<file path="src/rtl/uart_msg_assembler.sv">
// Receive-side framing: packs WORDS_PER_PACKET UART words (LSB first) into one
// message, splits header/payload, and discards partial messages after an idle timeout.
module uart_msg_assembler #(
  parameter int DATA_WIDTH   = 8,
  parameter int MSG_WIDTH    = 64,
  parameter int HEADER_WIDTH = 8,
  parameter int TIMEOUT_CLKS = 1_000_000
) (
  input  logic                              clk,
  input  logic                              rst,
  input  logic [DATA_WIDTH-1:0]             byte_data,
  input  logic                              byte_valid,
  output logic [HEADER_WIDTH-1:0]           msg_header,
  output logic [MSG_WIDTH-HEADER_WIDTH-1:0] msg_payload,
  output logic                              msg_valid,
  input  logic                              msg_ready,
  output logic                              timeout_pulse,
  output logic                              overflow_pulse
);

  localparam int WPP    = MSG_WIDTH / DATA_WIDTH;
  localparam int CNT_W  = (WPP > 1) ? $clog2(WPP) : 1;
  localparam int IDLE_W = $clog2(TIMEOUT_CLKS);
  localparam logic [CNT_W-1:0]  LAST   = CNT_W'(WPP - 1);
  localparam logic [IDLE_W-1:0] EXPIRE = IDLE_W'(TIMEOUT_CLKS - 1);

  typedef enum logic {IDLE, ASSEMBLE} state_t;

  state_t               state, state_n;
  logic [CNT_W-1:0]     cnt, cnt_n;
  logic [IDLE_W-1:0]    idle, idle_n;
  logic [MSG_WIDTH-1:0] asm_buf, msg_next;
  logic                 complete, load, drop, expire;

  always_ff @(posedge clk) begin
    if (rst) begin
      state <= IDLE;
      cnt   <= '0;
      idle  <= '0;
    end else begin
      state <= state_n;
      cnt   <= cnt_n;
      idle  <= idle_n;
    end
  end

  // A byte always wins over timeout expiry; the idle counter only runs mid-message.
  always_comb begin
    state_n = state;
    cnt_n   = cnt;
    idle_n  = idle;
    if (byte_valid) begin
      idle_n = '0;
      if (cnt == LAST) begin
        cnt_n   = '0;
        state_n = IDLE;
      end else begin
        cnt_n   = cnt + CNT_W'(1);
        state_n = ASSEMBLE;
      end
    end else if (state == ASSEMBLE) begin
      if (idle == EXPIRE) begin
        cnt_n   = '0;
        idle_n  = '0;
        state_n = IDLE;
      end else begin
        idle_n = idle + IDLE_W'(1);
      end
    end
  end

  always_comb begin
    msg_next = asm_buf;
    for (int w = 0; w < WPP; w++) begin
      if (cnt == CNT_W'(w)) msg_next[w*DATA_WIDTH +: DATA_WIDTH] = byte_data;
    end
    complete = byte_valid && (cnt == LAST);
    load     = complete && (!msg_valid || msg_ready);
    drop     = complete && msg_valid && !msg_ready;
    expire   = (state == ASSEMBLE) && !byte_valid && (idle == EXPIRE);
  end

  always_ff @(posedge clk) begin
    if (byte_valid) asm_buf <= msg_next;
  end

  always_ff @(posedge clk) begin
    if (rst) begin
      msg_valid      <= 1'b0;
      msg_header     <= '0;
      msg_payload    <= '0;
      timeout_pulse  <= 1'b0;
      overflow_pulse <= 1'b0;
    end else begin
      timeout_pulse  <= expire;
      overflow_pulse <= drop;
      if (load) begin
        msg_valid   <= 1'b1;
        msg_header  <= msg_next[HEADER_WIDTH-1:0];
        msg_payload <= msg_next[MSG_WIDTH-1:HEADER_WIDTH];
      end else if (msg_valid && msg_ready) begin
        msg_valid <= 1'b0;
      end
    end
  end

endmodule

</file>
<file path="config.mk">
export PLATFORM = sky130hd
export DESIGN_NAME = uart_msg_assembler
export DESIGN_NICKNAME = d
export VERILOG_FILES = /design/src/rtl/uart_msg_assembler.sv
export SDC_FILE = /design/constraint.sdc
export NUM_CORES = 1
export LEC_CHECK = 0
export CAP_MARGIN = 15
export CORE_MARGIN = 1
export CORE_UTILIZATION = 55
export CTS_CLUSTER_SIZE = 25
export DETAILED_ROUTE_END_ITERATION = 10
export PLACE_DENSITY_LB_ADDON = 0.05
export SETUP_SLACK_MARGIN = 0.3
export SLEW_MARGIN = 20
export SYNTH_ARGS = -nofsm -noshare
export SYNTH_HDL_FRONTEND = slang
export SYNTH_SLANG_ARGS = --single-unit
</file>
<file path="constraint.sdc">
create_clock -name clk -period 3.4 [get_ports clk]
set_clock_uncertainty 0.1 [all_clocks]
set_input_delay 0.34 -clock clk [delete_from_list [all_inputs] [get_ports clk]]
set_output_delay 0.34 -clock clk [all_outputs]
set_load 0.01 [all_outputs]
</file>
==> metrics list <==
- Sequential cell area fraction in the yosys report: 60.1%
- Distinct cells, synth: 40
* Final period demand of the worst path: 2510 ps
- Top post-synthesis cells by area: edfxtp_1 (31%), dfxtp_1 (29%), mux2_2 (12%)
- Summing every instance area after synthesis gives 0.00623 mm^2.
* Number of placement rows: 38
- Setup repair after global routing left no endpoint under its margin.
- Measured against its own limit, the worst slew margin works out to 50.7%.
- The number of setup buffers added after CTS is 0.
- Gates resized, CTS repair: 0
- DR vias: 4321
- Counting flops and latches in the post-synthesis netlist gives 155.
- For this run, the detailed router's first-pass iteration total came to 4.
- Power density over cell area: 503 mW/mm^2
* Synth warn: 0
- CTS tree: built
- Layout Cells excl Fill: 786
- Overall die height: between 100 and 150 um
- Library cell with the largest summed area after synthesis: edfxtp_1
* Share of post-route cells with drive strength above 1: 15.5%
- Largest net degree at the start of global routing: 57
- Die extent in x: 108 um
- For this block, the routed nets add up to around 13 mm of wire.
- The area growth from synthesis to layout is 21.6%.
* Synthesized netlist cell count: about 560
* Result of the run: complete, no violations
- Hold_buf cts: 0
* Net Count, Synth: roughly 580
- I/O Pins: 79
* Largest stage delay on the critical path: 570 ps
- Fraction of the core area covered by cells at the end of the flow: 69.3%
* Gr ovfl total: 0
* Sequence of cells on the critical path: ha_1 > ha_1 > nand3_2 > buf_4 > nor2_1 > nor3_1
- FILL cells: 861
- The clock reaches the later pin of the worst-skew pair after 420 ps.
- Final worst-path cycle share: about three quarters
- Routability-driven placement finished with a final weighted congestion of 0.781.
* Aggregate negative setup slack: 0 ps
* Hold Worst Slack: ~300 ps
- Worst setup SP type: register
* Number of H-tree levels: 4
- Counting stages on the worst path, the most repeated cell is ha_1.
- The clock passes through at most 2 buffers.
- The most used flip-flop cell after synthesis is dfxtp_1.
* Share of the synthesized area in the top cell type: a little over 30%
* Initial DRC Count: between 200 and 250
- The number of pins with negative max-slew slack in the final report is 0.
- Library cell with the highest instance count after synthesis: dfxtp_1
- Half-perimeter wire length of the detailed placement result: 8.40 mm
- Final Hold Vio Count: 0
* Critical path arrival: ~2700 ps
- Max-capacitance violation count: 0
- Number of synthesized flops with an enable pin: 64
* Number of failing setup endpoints in the final timing report: 0
- Global-route wire length before repair: 21.1 mm
* Total global-route track usage: 24.0%
- Most frequent cells after synthesis: dfxtp_1 (91), nand2_1 (77), nor2_1 (72)
- Each instance of the synthesized netlist takes up on average 11.1 um^2.
* Number of buffers and inverters on the critical path: 1
- Post-route DRC: 0
* Maximum fanout along the worst path: 29
- For the pin with the worst max-slew slack, the measured transition is 738 ps.
- Including well taps, the total number of placed cells is 755.
* Cell at the root of the clock tree: clkbuf_16
* Static Leakage: 2.54 nW
- Number of buffers inserted by port buffering: 78
- Mean number of vias per cell: 5.50
- STA puts the critical path data required time at 3580 ps.
- Once detail routing completed, the nets flagged for antenna violations numbered 0.
- In this design, the largest share of critical-path delay is due to simple AND/OR/NAND/NOR gates.
- Buffers inserted during clock tree synthesis total 17.
* Vias in the first global route: 4235
- Highest attainable clock frequency: 399 MHz
- Worst-path cell with the longest stage delay: nand3_2
- Endpoint class of the critical path: register
- The clock net in this run drives a total of 155 sinks.
- Core ar.: between 0.01 and 0.015 mm^2
* CTS clock-pin slew for the worst setup and hold paths: 60 ps
- Post-detailed-route wirelength per cell: 16.5 um
- In this run the worst setup path begins at cnt[1].
* Maximum vdd ir drop: around 0.0004 V
- Async set or reset register ratio after synthesis: 0%
* Area enclosed by the die boundary: 0.0118 mm^2
- Registers take 0.00374 mm^2.
- In this run the worst hold path is classified as in2reg.
* Total power: 3.81 mW
* Startpoint of the worst register-to-register path: cnt[1]
- In this run the most critical hold path is launched from byte_valid.
* Net count, final: about 650
* Type of the worst setup path: reg2reg
* Footprint of the multi-input gates: ~0.0023 mm^2
* Antenna violations before repair: 0
* Starting density of the core: approximately 57%
* # diodes: 0
-- area by class of cell --
cell class	count	area share, %
repair buffers	83	10.7
clock buffers	27	6.24
clock inverters	4	0.264
well taps	140	2.31
flip-flops and latches	155	49.4
multi-input cells	373	30.9
inverters	4	0.198
-- sequential cells by signal (all words and copies together) (netlist names), 3 cells and up --
register,cells
msg_payload,56
asm_buf,64
idle,20
cnt,3
msg_header,8
-- worst paths after layout --
path | slack [ps] | cells after the start | endpoint
setup / recovery | 890 | 6 | msg_payload[3]
hold / removal | 290 | 3 | cnt[1]
setup reg to reg | 890 | 6 | msg_payload[3]
hold reg to reg | 350 | 2 | msg_payload[33]
-- power breakdown --
group	internal [mW]	leakage [nW]	total [mW]	switching (mW)
combinational	0.0740	0.938	0.179	0.105
sequential	2.01	1.36	2.02	0.0165
clock	0.942	0.243	1.61	0.665
total	3.02	2.54	3.81	0.786
-- per-stage QoR --
stage | setup WS [ps] | instance area [um^2]
floorplan | 1560 | 6230
global placement | 997 | 7080
detailed placement | 872 | 7080
CTS | 831 | 7580
global route | 610 | 7580
finish | 892 | 7580
-- kinds of logic (layout without fill, tap and decap cells) --
kind of cell / after synthesis / after routing / share of synthesized area [%]
adder cells (fa/ha/maj): 7 / 7 / 1.41
multiplexers: 72 / 72 / 12.8
AND/OR/NAND/NOR: 222 / 222 / 16.3
buffers and inverters: 36 / 118 / 2.55
XOR/XNOR: 10 / 10 / 1.41
AO/OA/AOI/OAI: 62 / 62 / 5.40
flip-flops: 155 / 155 / 60.1
-- cell usage in the layout (no fill, tap or decap), drive strengths merged, types with 2 or more instances in the layout --
master	synthesis	final
a21boi	2	2
a21oi	45	45
and3	2	2
and4	4	4
buf	15	7
clkbuf	17	27
clkdlybuf4s50	0	76
clkinv	0	4
dfxtp	91	91
edfxtp	64	64
ha	7	7
inv	4	4
mux2	64	64
mux2i	8	8
nand2	77	77
nand2b	8	8
nand3	5	5
nand4	6	6
nand4b	2	2
nor2	72	72
nor2b	5	5
nor3	26	26
o21ai	11	11
o31ai	3	3
or3	6	6
or4	3	3
xnor2	2	2
xor2	8	8
-- tightest hold or removal path: stages --
cell     delay, ps
buf_2          240
nand2_1        120
a21oi_1         50
-- layer usage --
metal	wire length [um]	global-route usage, %
met4	168	9.75
met2	6420	39.6
met1	5840	30.5
met3	561	5.55
met5	0	0
Power figures use the tool's default switching activity.
==> RTL edit (config.mk and constraints unchanged) <==
`DATA_WIDTH`: 8 -> 16.
--- a/src/rtl/uart_msg_assembler.sv
+++ b/src/rtl/uart_msg_assembler.sv
@@ -1,7 +1,7 @@
 // Receive-side framing: packs WORDS_PER_PACKET UART words (LSB first) into one
 // message, splits header/payload, and discards partial messages after an idle timeout.
 module uart_msg_assembler #(
-  parameter int DATA_WIDTH   = 8,
+  parameter int DATA_WIDTH   = 16,
   parameter int MSG_WIDTH    = 64,
   parameter int HEADER_WIDTH = 8,
   parameter int TIMEOUT_CLKS = 1_000_000
Ports: changed (resized byte_data); port bits go from 79 to 87. No check against the original RTL was run, so the function may have changed too.
==> RTL edit against the unedited design <==
  * Synthesized area fell by 0.70%
  * Global-route usage fell by 1.3 points
  * Count of clock-buffer cells in the layout fell by 8
  * Sequential cell count fell by 1
  * Setup slack improved by 0.32 ns
  * Via count fell by 9.5%
  * Total power rose by 9.0%
  * Routed wire length fell by 5.0%
  * Final cell count fell by 8.3%
  * Synthesized cell count fell by 14%
  * Cell area rose by 2.1%
  * Largest power group unchanged
==> RTL edit: results (changes against the unedited design) <==
[placement]
hpwl_mm=7.98  ; -4.9%
io_buffer_count=86  ; +10%
placed_area_sq_mm=0.00716  ; +1.1%
gp_congestion=0.735  ; -6.0%

[worst_setup_path]
cpPeakStageDelay_ns=0.62  ; +0.05 ns
crit_fanout=17  ; -41%
reg2regPathDepth=4  ; -2
cp_slowest_cell=o21ai_2
path_delay_family=simple AND/OR/NAND/NOR gates

[floorplan]
start_util_pct=56.8  ; -0.15 points

[clocking]
cts_max_level=4  ; unchanged
cts-buffers-inserted=17  ; unchanged
clk_path_buf_depth=2  ; unchanged
cts_resized=0  ; unchanged
clkTransAtPathRegs_ns=0.06  ; about the same
cts_root_buffer=clkbuf_8
clock_latency_ns=0.51  ; +0.09 ns
post_cts.repair.setup_buffers=0  ; unchanged

[synthesis]
yosysSeqAreaShare_pct=60.2  ; +0.10 points
ys_types=41  ; +2.5%
synth_nets=510  ; -13%
ys_top_cells_by_area=edfxtp_1 (31%), dfxtp_1 (29%), mux2_2 (12%)
synthTopCellsByCount=dfxtp_1 (90), nor2_1 (78), edfxtp_1 (64), mux2_2 (64), mux2i_1 (64)
synth-async-reset-ratio_pct=0  ; unchanged
synth-edff-count=64  ; unchanged
yosys_warnings=0  ; unchanged
synth-main-ff-cell=dfxtp_1

[sta]
timing.slew.headroom_pct=37.0  ; -14 points
max_freq_mhz=457  ; +15%

[worst_hold_path]
min_path_type=input pin to register
hold_path_depth=1  ; -2

[power_and_ir_drop]
leakage_nw=2.57  ; +1.2%
peakVddDrop_v=0.000420  ; +5.4%
p_per_area_mw_per_mm2=537  ; +6.8%
p_sw_mw=0.880  ; +12%

[final_layout]
diodes=0  ; unchanged
drive_above_1_share_pct=19.1  ; +3.6 points
fill_cells=799  ; -7.2%
layout.nets=593  ; -9.2%
top_regs=asm_buf x64, msg_payload x56, idle x20

[global_route]
grt_pass1_wl_mm=20.0  ; -5.1%
antenna_found_initial=0  ; unchanged
grt_pass1_vias=4036  ; -4.7%
track_usage_pct=22.8  ; -1.3 points
grt_max_degree=58  ; +1.8%

[detailed_routing]
drtIter0Drc=164  ; -23%
via_per_inst=5.42  ; -1.3%
wl_mm=12.3  ; -5.0%
drt_pass1_iterations=4  ; unchanged

[status]
status=finished, final reports clean

[RTL edit: cell count changes after synthesis, moves of 6 or more]
| cell | change |
|---|---|
| a21oi_1 | -40 |
| buf_2 | +6 |
| mux2i_1 | +56 |
| nand2_1 | -69 |
| nand2b_1 | -6 |
| nor2_1 | +6 |
| nor3_1 | -19 |
| o21ai_0 | -6 |
| xnor2_1 | +8 |
[RTL edit: metrics by stage]
stage,setup WS [ns],instances
final,1.21,721
after global routing,1.02,721
after CTS,1.21,721
after detailed placement,1.21,689
after global placement,1.27,689
after floorplan,1.60,485
[RTL edit: power by group through the flow]
stage               Combinational [mW]  Sequential [mW]  Clock, mW
floorplan                        0.181             2.08          0
global placement                 0.278             2.09          0
detailed placement               0.287             2.09          0
CTS                              0.289             2.05       1.86
global route                     0.310             2.06       1.95
finish                           0.286             2.05       1.82
[RTL edit: cell type report]
cell class | count | area share [%]
multi-input combinational | 297 | 30.0
sequential | 154 | 48.1
clock inverter | 13 | 1.97
tap | 140 | 2.27
inverter | 7 | 0.340
clock buffer | 19 | 5.45
timing repair buffer | 91 | 11.8
[RTL edit: routing by layer]
metal	GRT usage, %	wire length [microns]	vias to the layer above
met5	0	0	-
met3	5.73	461	15
met4	9.00	156	0
met2	37.3	6120	84
met1	28.9	5600	1911
li1	-	-	1901
[RTL edit: worst paths after layout]
path                   start              end  slack [ns]
max                  idle[9]         idle[15]        1.21
min               byte_valid      asm_buf[42]        0.17
max reg2reg          idle[9]         idle[15]        1.21
min reg2reg  msg_payload[11]  msg_payload[11]        0.40
[RTL edit: logic make-up (layout without fill, tap and decap cells)]
family	Yosys count	after routing	share of synthesized area [%]
mux	128	128	22.0
xor+xnor	13	13	1.84
fa+ha+maj	5	5	1.01
compound gates	17	17	1.80
flops	154	154	60.2
simple gates	134	134	10.7
buf+inv	34	130	2.45
